===== src/rtl/cache_ctrl_nway_pkg.sv =====
// Shared definitions for the N-way cache control FSM: state encoding,
// write-policy constants and width helpers for way/beat indices.
package cache_defs;

    localparam logic [2:0] ST_IDLE   = 3'd0;
    localparam logic [2:0] ST_LOOKUP = 3'd1;
    localparam logic [2:0] ST_WHIT   = 3'd2;
    localparam logic [2:0] ST_WTHRU  = 3'd3;
    localparam logic [2:0] ST_EVICT  = 3'd4;
    localparam logic [2:0] ST_FILL   = 3'd5;
    localparam logic [2:0] ST_UPDATE = 3'd6;
    localparam logic [2:0] ST_ACK    = 3'd7;

    localparam int WB = 1;
    localparam int WT = 0;

    // Index widths never collapse to zero so single-way/single-beat builds still have a port.
    function automatic int calc_way_w(input int ways);
        return (ways <= 1) ? 1 : $clog2(ways);
    endfunction

    function automatic int calc_beat_w(input int line_words);
        return (line_words <= 1) ? 1 : $clog2(line_words);
    endfunction

endpackage


===== src/rtl/cache_victim_sel.sv =====
// Replacement-way chooser: lowest-index invalid way, else the round-robin pointer.
module cache_victim_sel
    import cache_defs::*;
#(
    parameter int WAYS  = 4,
    parameter int WAY_W = 2
) (
    input  logic [WAYS-1:0]  valid_way,
    input  logic [WAY_W-1:0] rr,
    output logic [WAY_W-1:0] victim
);

    logic [WAYS-1:0] invalid;

    genvar gi;
    generate
        for (gi = 0; gi < WAYS; gi++) begin : g_inv
            assign invalid[gi] = ~valid_way[gi];
        end
    endgenerate

    // Scan high-to-low so the lowest invalid index is the last one written.
    always_comb begin
        victim = rr;
        for (int i = WAYS - 1; i >= 0; i--) begin
            if (invalid[i]) victim = WAY_W'(i);
        end
    end

endmodule


===== src/rtl/cache_ctrl_nway.sv =====
// Control FSM for an N-way set-associative cache: lookup, write hit/through,
// dirty eviction, multi-beat fill and acknowledge.
module cache_ctrl_nway
    import cache_defs::*;
#(
    parameter int  WAYS       = 4,
    parameter int  LINE_WORDS = 4,
    parameter int  WRITE_BACK = WB,
    localparam int WAY_W      = calc_way_w(WAYS),
    localparam int BEAT_W     = calc_beat_w(LINE_WORDS)
) (
    input  logic              clk,
    input  logic              reset,
    input  logic              sys_rd,
    input  logic              sys_wr,
    input  logic [WAYS-1:0]   hit_way,
    input  logic [WAYS-1:0]   valid_way,
    input  logic [WAYS-1:0]   dirty_way,
    input  logic              ram_ack,
    output logic              ram_avalid,
    output logic              ram_wr,
    output logic              ram_evict,
    output logic [BEAT_W-1:0] beat,
    output logic [WAY_W-1:0]  way,
    output logic              wr_tag,
    output logic              wr,
    output logic              select_data,
    output logic              set_dirty,
    output logic              clr_dirty,
    output logic              sys_ack
);

    logic [2:0]        state_q, state_d;
    logic [BEAT_W-1:0] beat_q, beat_d;
    logic [WAY_W-1:0]  rr_q, rr_d;
    logic [WAY_W-1:0]  way_q, way_d;
    logic              wthru_first_q, wthru_first_d;
    logic [WAY_W-1:0]  victim, hit_idx, lookup_way;
    logic              any_hit, last_beat;

    cache_victim_sel #(
        .WAYS  (WAYS),
        .WAY_W (WAY_W)
    ) u_victim_sel (
        .valid_way (valid_way),
        .rr        (rr_q),
        .victim    (victim)
    );

    // Lowest set bit wins when the tag compare reports more than one hit.
    always_comb begin
        hit_idx = '0;
        for (int i = WAYS - 1; i >= 0; i--) begin
            if (hit_way[i]) hit_idx = WAY_W'(i);
        end
    end

    assign any_hit    = |hit_way;
    assign lookup_way = any_hit ? hit_idx : victim;
    assign last_beat  = (beat_q == BEAT_W'(LINE_WORDS - 1));

    always_comb begin
        state_d       = state_q;
        beat_d        = beat_q;
        rr_d          = rr_q;
        way_d         = way_q;
        wthru_first_d = 1'b0;
        case (state_q)
            ST_IDLE: begin
                if (sys_rd ^ sys_wr) state_d = ST_LOOKUP;
            end
            ST_LOOKUP: begin
                way_d = lookup_way;
                if (any_hit) begin
                    if (!sys_wr) begin
                        state_d = ST_ACK;
                    end else if (WRITE_BACK != 0) begin
                        state_d = ST_WHIT;
                    end else begin
                        state_d       = ST_WTHRU;
                        wthru_first_d = 1'b1;
                    end
                end else if ((WRITE_BACK != 0) && valid_way[victim] && dirty_way[victim]) begin
                    state_d = ST_EVICT;
                end else begin
                    state_d = ST_FILL;
                end
            end
            ST_WHIT:  state_d = ST_ACK;
            ST_WTHRU: begin
                if (ram_ack) state_d = ST_ACK;
            end
            ST_EVICT: begin
                if (ram_ack) begin
                    if (last_beat) begin
                        beat_d  = '0;
                        state_d = ST_FILL;
                    end else begin
                        beat_d = beat_q + BEAT_W'(1);
                    end
                end
            end
            ST_FILL: begin
                if (ram_ack) begin
                    if (last_beat) begin
                        beat_d  = '0;
                        state_d = ST_UPDATE;
                        rr_d    = (rr_q == WAY_W'(WAYS - 1)) ? '0 : rr_q + WAY_W'(1);
                    end else begin
                        beat_d = beat_q + BEAT_W'(1);
                    end
                end
            end
            ST_UPDATE: state_d = ST_LOOKUP;
            ST_ACK:    state_d = ST_IDLE;
            default:   state_d = ST_IDLE;
        endcase
    end

    always_ff @(posedge clk) begin
        if (reset) begin
            state_q       <= ST_IDLE;
            beat_q        <= '0;
            rr_q          <= '0;
            way_q         <= '0;
            wthru_first_q <= 1'b0;
        end else begin
            state_q       <= state_d;
            beat_q        <= beat_d;
            rr_q          <= rr_d;
            way_q         <= way_d;
            wthru_first_q <= wthru_first_d;
        end
    end

    // Moore decode; only `way` in LOOKUP and `wr` in FILL follow inputs directly.
    always_comb begin
        ram_avalid  = 1'b0;
        ram_wr      = 1'b0;
        ram_evict   = 1'b0;
        beat        = beat_q;
        way         = way_q;
        wr_tag      = 1'b0;
        wr          = 1'b0;
        select_data = 1'b0;
        set_dirty   = 1'b0;
        clr_dirty   = 1'b0;
        sys_ack     = 1'b0;
        case (state_q)
            ST_IDLE:   way = '0;
            ST_LOOKUP: way = lookup_way;
            ST_WHIT: begin
                wr        = 1'b1;
                set_dirty = 1'b1;
            end
            ST_WTHRU: begin
                wr         = wthru_first_q;
                ram_avalid = 1'b1;
                ram_wr     = 1'b1;
            end
            ST_EVICT: begin
                ram_avalid = 1'b1;
                ram_wr     = 1'b1;
                ram_evict  = 1'b1;
            end
            ST_FILL: begin
                ram_avalid  = 1'b1;
                select_data = 1'b1;
                wr          = ram_ack;
            end
            ST_UPDATE: begin
                wr_tag      = 1'b1;
                clr_dirty   = 1'b1;
                select_data = 1'b1;
            end
            ST_ACK:    sys_ack = 1'b1;
            default:   way = '0;
        endcase
    end

endmodule


===== config.mk =====
export PLATFORM = sky130hd
export DESIGN_NAME = cache_ctrl_nway
export DESIGN_NICKNAME = d
export VERILOG_FILES = /design/src/rtl/cache_ctrl_nway_pkg.sv /design/src/rtl/cache_victim_sel.sv /design/src/rtl/cache_ctrl_nway.sv
export SDC_FILE = /design/constraint.sdc
export NUM_CORES = 1
export LEC_CHECK = 0
export ABC_AREA = 0
export ABC_CLOCK_PERIOD_IN_PS = 2100
export BUFFER_PORTS_ARGS = -buffer_cell sky130_fd_sc_hd__buf_2
export CELL_PAD_IN_SITES_DETAIL_PLACEMENT = 1
export CELL_PAD_IN_SITES_GLOBAL_PLACEMENT = 2
export CORE_UTILIZATION = 23
export DETAILED_ROUTE_END_ITERATION = 6
export HOLD_SLACK_MARGIN = 0.08
export PLACE_DENSITY = 0.87
export SLEW_MARGIN = 20
export SYNTH_ARGS = -nofsm -noshare
export SYNTH_HDL_FRONTEND = slang
export SYNTH_HIERARCHICAL = 1
export SYNTH_SLANG_ARGS = --single-unit

===== constraint.sdc =====
create_clock -name clk -period 2.1 [get_ports clk]
set_clock_uncertainty 0.1 [all_clocks]
set_input_delay 0.315 -clock clk [delete_from_list [all_inputs] [get_ports clk]]
set_output_delay 0.315 -clock clk [all_outputs]
set_load 0.02 [all_outputs]

==> impl_metrics.tcl <==
set metrics [dict create \
    critPathArrivalTime_ns 1.50 \
    p_leak_nw 0.4185 \
    cts-htree-levels 1 \
    powerDensity_nw_per_um2 914.8 \
    grt_first_pass_wirelength_um 2677 \
    synth-seq-cells 9 \
    p_clk_share_pct 17.3 \
    antenna_found_initial 0 \
    clk_latency_ns 0.26 \
    ys_top_cells_by_area "dfxtp_1, nand2_1, nor2_1" \
    ys_dominant_reg_cell "dfxtp_1" \
    status "finished clean" \
    final_antenna_net_count 0 \
    dp_hpwl_um 1399 \
    synth_common_cells "nand2_1, nor2_1, dfxtp_1" \
    seqPwrFrac_pct 30.0 \
    ctsHoldBuffers 0 \
    cp.depth 5 \
    fp.dieW_um 54.93 \
    dpl_cell_area_sq_um 815.8 \
    drt-pass1-iter-count 4 \
    critPathMaxFanout 12 \
    numCtsBuffers 3 \
    viasPerCell 4.872 \
    cts_tree "yes" \
    hp-class "input pin to flop" \
    synth-edff-count 0 \
    drive_above_1_share_pct 33.90 \
    finalSetupTns_ns 0 \
    syn_to_final_growth_pct 30.87 \
    yosysTopAreaCellShare_pct 27.96 \
    synthCells 88 \
    p_sw_share_pct 42.96 \
    crit_path_max_incr_delay_ns 0.43 \
    post_cts_resized 0 \
    grt_max_degree 15 \
    ios 30 \
    synthArstFlopShare_pct 0 \
    switchingPower_mw 0.3314 \
    worstPathRequired_ns 1.68 \
    cts.path.max_buffers 2 \
    vdd_drop_max_uv 394.0 \
    die_h_um 54.93 \
    synth.cell_area_sq_um 644.4 \
    drv_slew 0 \
    synth_nets 107 \
    yosysWarnings 6 \
    crit_buf_inv 1 \
    maxCapViolCount 0 \
    cpMaxStageDelayCell "or3b_4" \
    vias 721 \
    path_cells "or3b_4 -> nor2_1 -> o21ai_1 -> nand2_1 -> buf_2" \
    cts_root_buf "clkbuf_4" \
    coreArea_sq_um 2567 \
    yosys.area.top_type "dfxtp_1" \
    pwr-share-comb_pct 52.7 \
    clock_sinks 9 \
    wl_per_cell_um 11.19 \
    ff2ff_path_depth 5 \
    avgSynthCellArea_sq_um 7.322 \
    crit_path_start_kind "flop" \
    cts_setup_buffers 0 \
    rows 18 \
    yosysMostFrequentCell "nand2_1" \
    finalInstanceArea_sq_um 843.3 \
    finalNetCount 138 \
    fin_crit_ns 1.913 \
    wl_um 1656 \
    num_antenna_cells 0 \
    reg2reg_to "state_q[0]" \
    hold_viol_final 0 \
    reg2reg_slack_ns 0.43 \
    setup_viol 0 \
    synth.distinct_cells 32 \
    initial_utilization_pct 25.10 \
    grt_setup_unrepaired "no" \
    internal-power_mw 0.4400 \
    die_area_sq_um 3017 \
    grtUsageTotal_pct 12.34 \
    crit_family "simple AND/OR/NAND/NOR gates" \
    max_slew_margin_pct 84.32 \
    fin_crit_sh_pct 91.08 \
    tightest_slew_ns 0.2341 \
    end_kind "primary output" \
    crit_path_start "state_q[2]" \
    critPathKind "flop to primary output" \
    r2r_start "rr_q[0]" \
    path_clk_slew_ns 0.06 \
    grt_pass1_vias 686 \
    drtIter0Drc 5 \
    ys_seq_area_share_pct 27.96 \
    drc_errors 0 \
    gp_congestion 0.7364 \
    gr-total-overflow 0 \
    port_buffers 29 \
    endpoint "way[0]" \
    timing.fmax_mhz 522.8 \
]
==> worst min-delay path by stage <==
stage	startpoint	to	slack [ns]	depth (start not counted)
floorplan	way_q[0]	way_q[0]	0.33	2
global placement	way_q[0]	way_q[0]	0.35	2
detailed placement	way_q[1]	way_q[1]	0.35	2
CTS	reset	state_q[0]	0.25	2
global route	reset	state_q[0]	0.26	2
finish	reset	state_q[0]	0.25	2
==> cell usage in the layout (no fill, tap or decap), types with 3 or more instances in the layout <==
cell type,synthesis,layout
nand2b_1,4,4
clkbuf_4,0,3
buf_2,3,29
nor2_1,11,11
nand2_1,17,17
dfxtp_1,9,8
o21ai_0,5,4
nor3_1,3,3
a21oi_1,7,7
==> per-layer routing <==
layer / part of all wire, % / up-vias / GRT usage [%]
li1: - / 367 / -
met1: 43 / 327 / 13.34
met2: 50 / 23 / 22.69
met3: 5.9 / 4 / 3.005
met4: 0.91 / 0 / 5.000
met5: 0 / - / 0
==> cell families (layout without fill, tap and decap cells) <==
group                      count (synthesis)  after routing  synth area share (%)
AOI/OAI and AO/OA                         19             19                 18.45
xor gates and xnor gates                   2              2                 2.719
adders and majority gates                  2              2                 3.883
buffers and inverters                      7             37                 5.242
DFF                                        9              9                 27.96
muxes                                      3              3                 6.602
and+or+nand+nor                           46             46                 35.14
==> layout make-up <==
type,count,area (sq um)
clock buffer,4,26.28
fill,345,1724
timing repair buffer,31,160.2
sequential,9,181.4
tap,30,37.54
inverter,2,7.507
multi-input combinational,72,430.4
==> metrics by stage <==
step | setup WS [ns] | power (mW) | hold slack (ns) | utilization, % | std cells
6_report | 0.1874 | 0.7714 | 0.2463 | 32.85 | 148
5_1_grt | 0.02229 | 0.8386 | 0.2572 | 32.85 | 148
4_1_cts | 0.07062 | 0.7826 | 0.2452 | 32.80 | 148
3_5_place_dp | 0.3456 | 0.6457 | 0.3501 | 31.77 | 144
3_3_place_gp | 0.3790 | 0.6357 | 0.3489 | 31.77 | 144
2_1_floorplan | 0.2763 | 0.5276 | 0.3329 | - | 88
==> flip-flops by register name (all words and copies together) (netlist names) <==
signal / count
rr_q: 2
beat: 2
state_q: 3
way_q: 2
==> power groups by stage <==
| stage | Combinational [mW] | Clock (mW) | Sequential, mW |
|---|---|---|---|
| floorplan | 0.299 | 0 | 0.229 |
| global placement | 0.402 | 0 | 0.233 |
| detailed placement | 0.411 | 0 | 0.234 |
| CTS | 0.412 | 0.139 | 0.231 |
| global route | 0.454 | 0.147 | 0.238 |
| finish | 0.407 | 0.133 | 0.231 |
(Power assumes the default switching activity.)
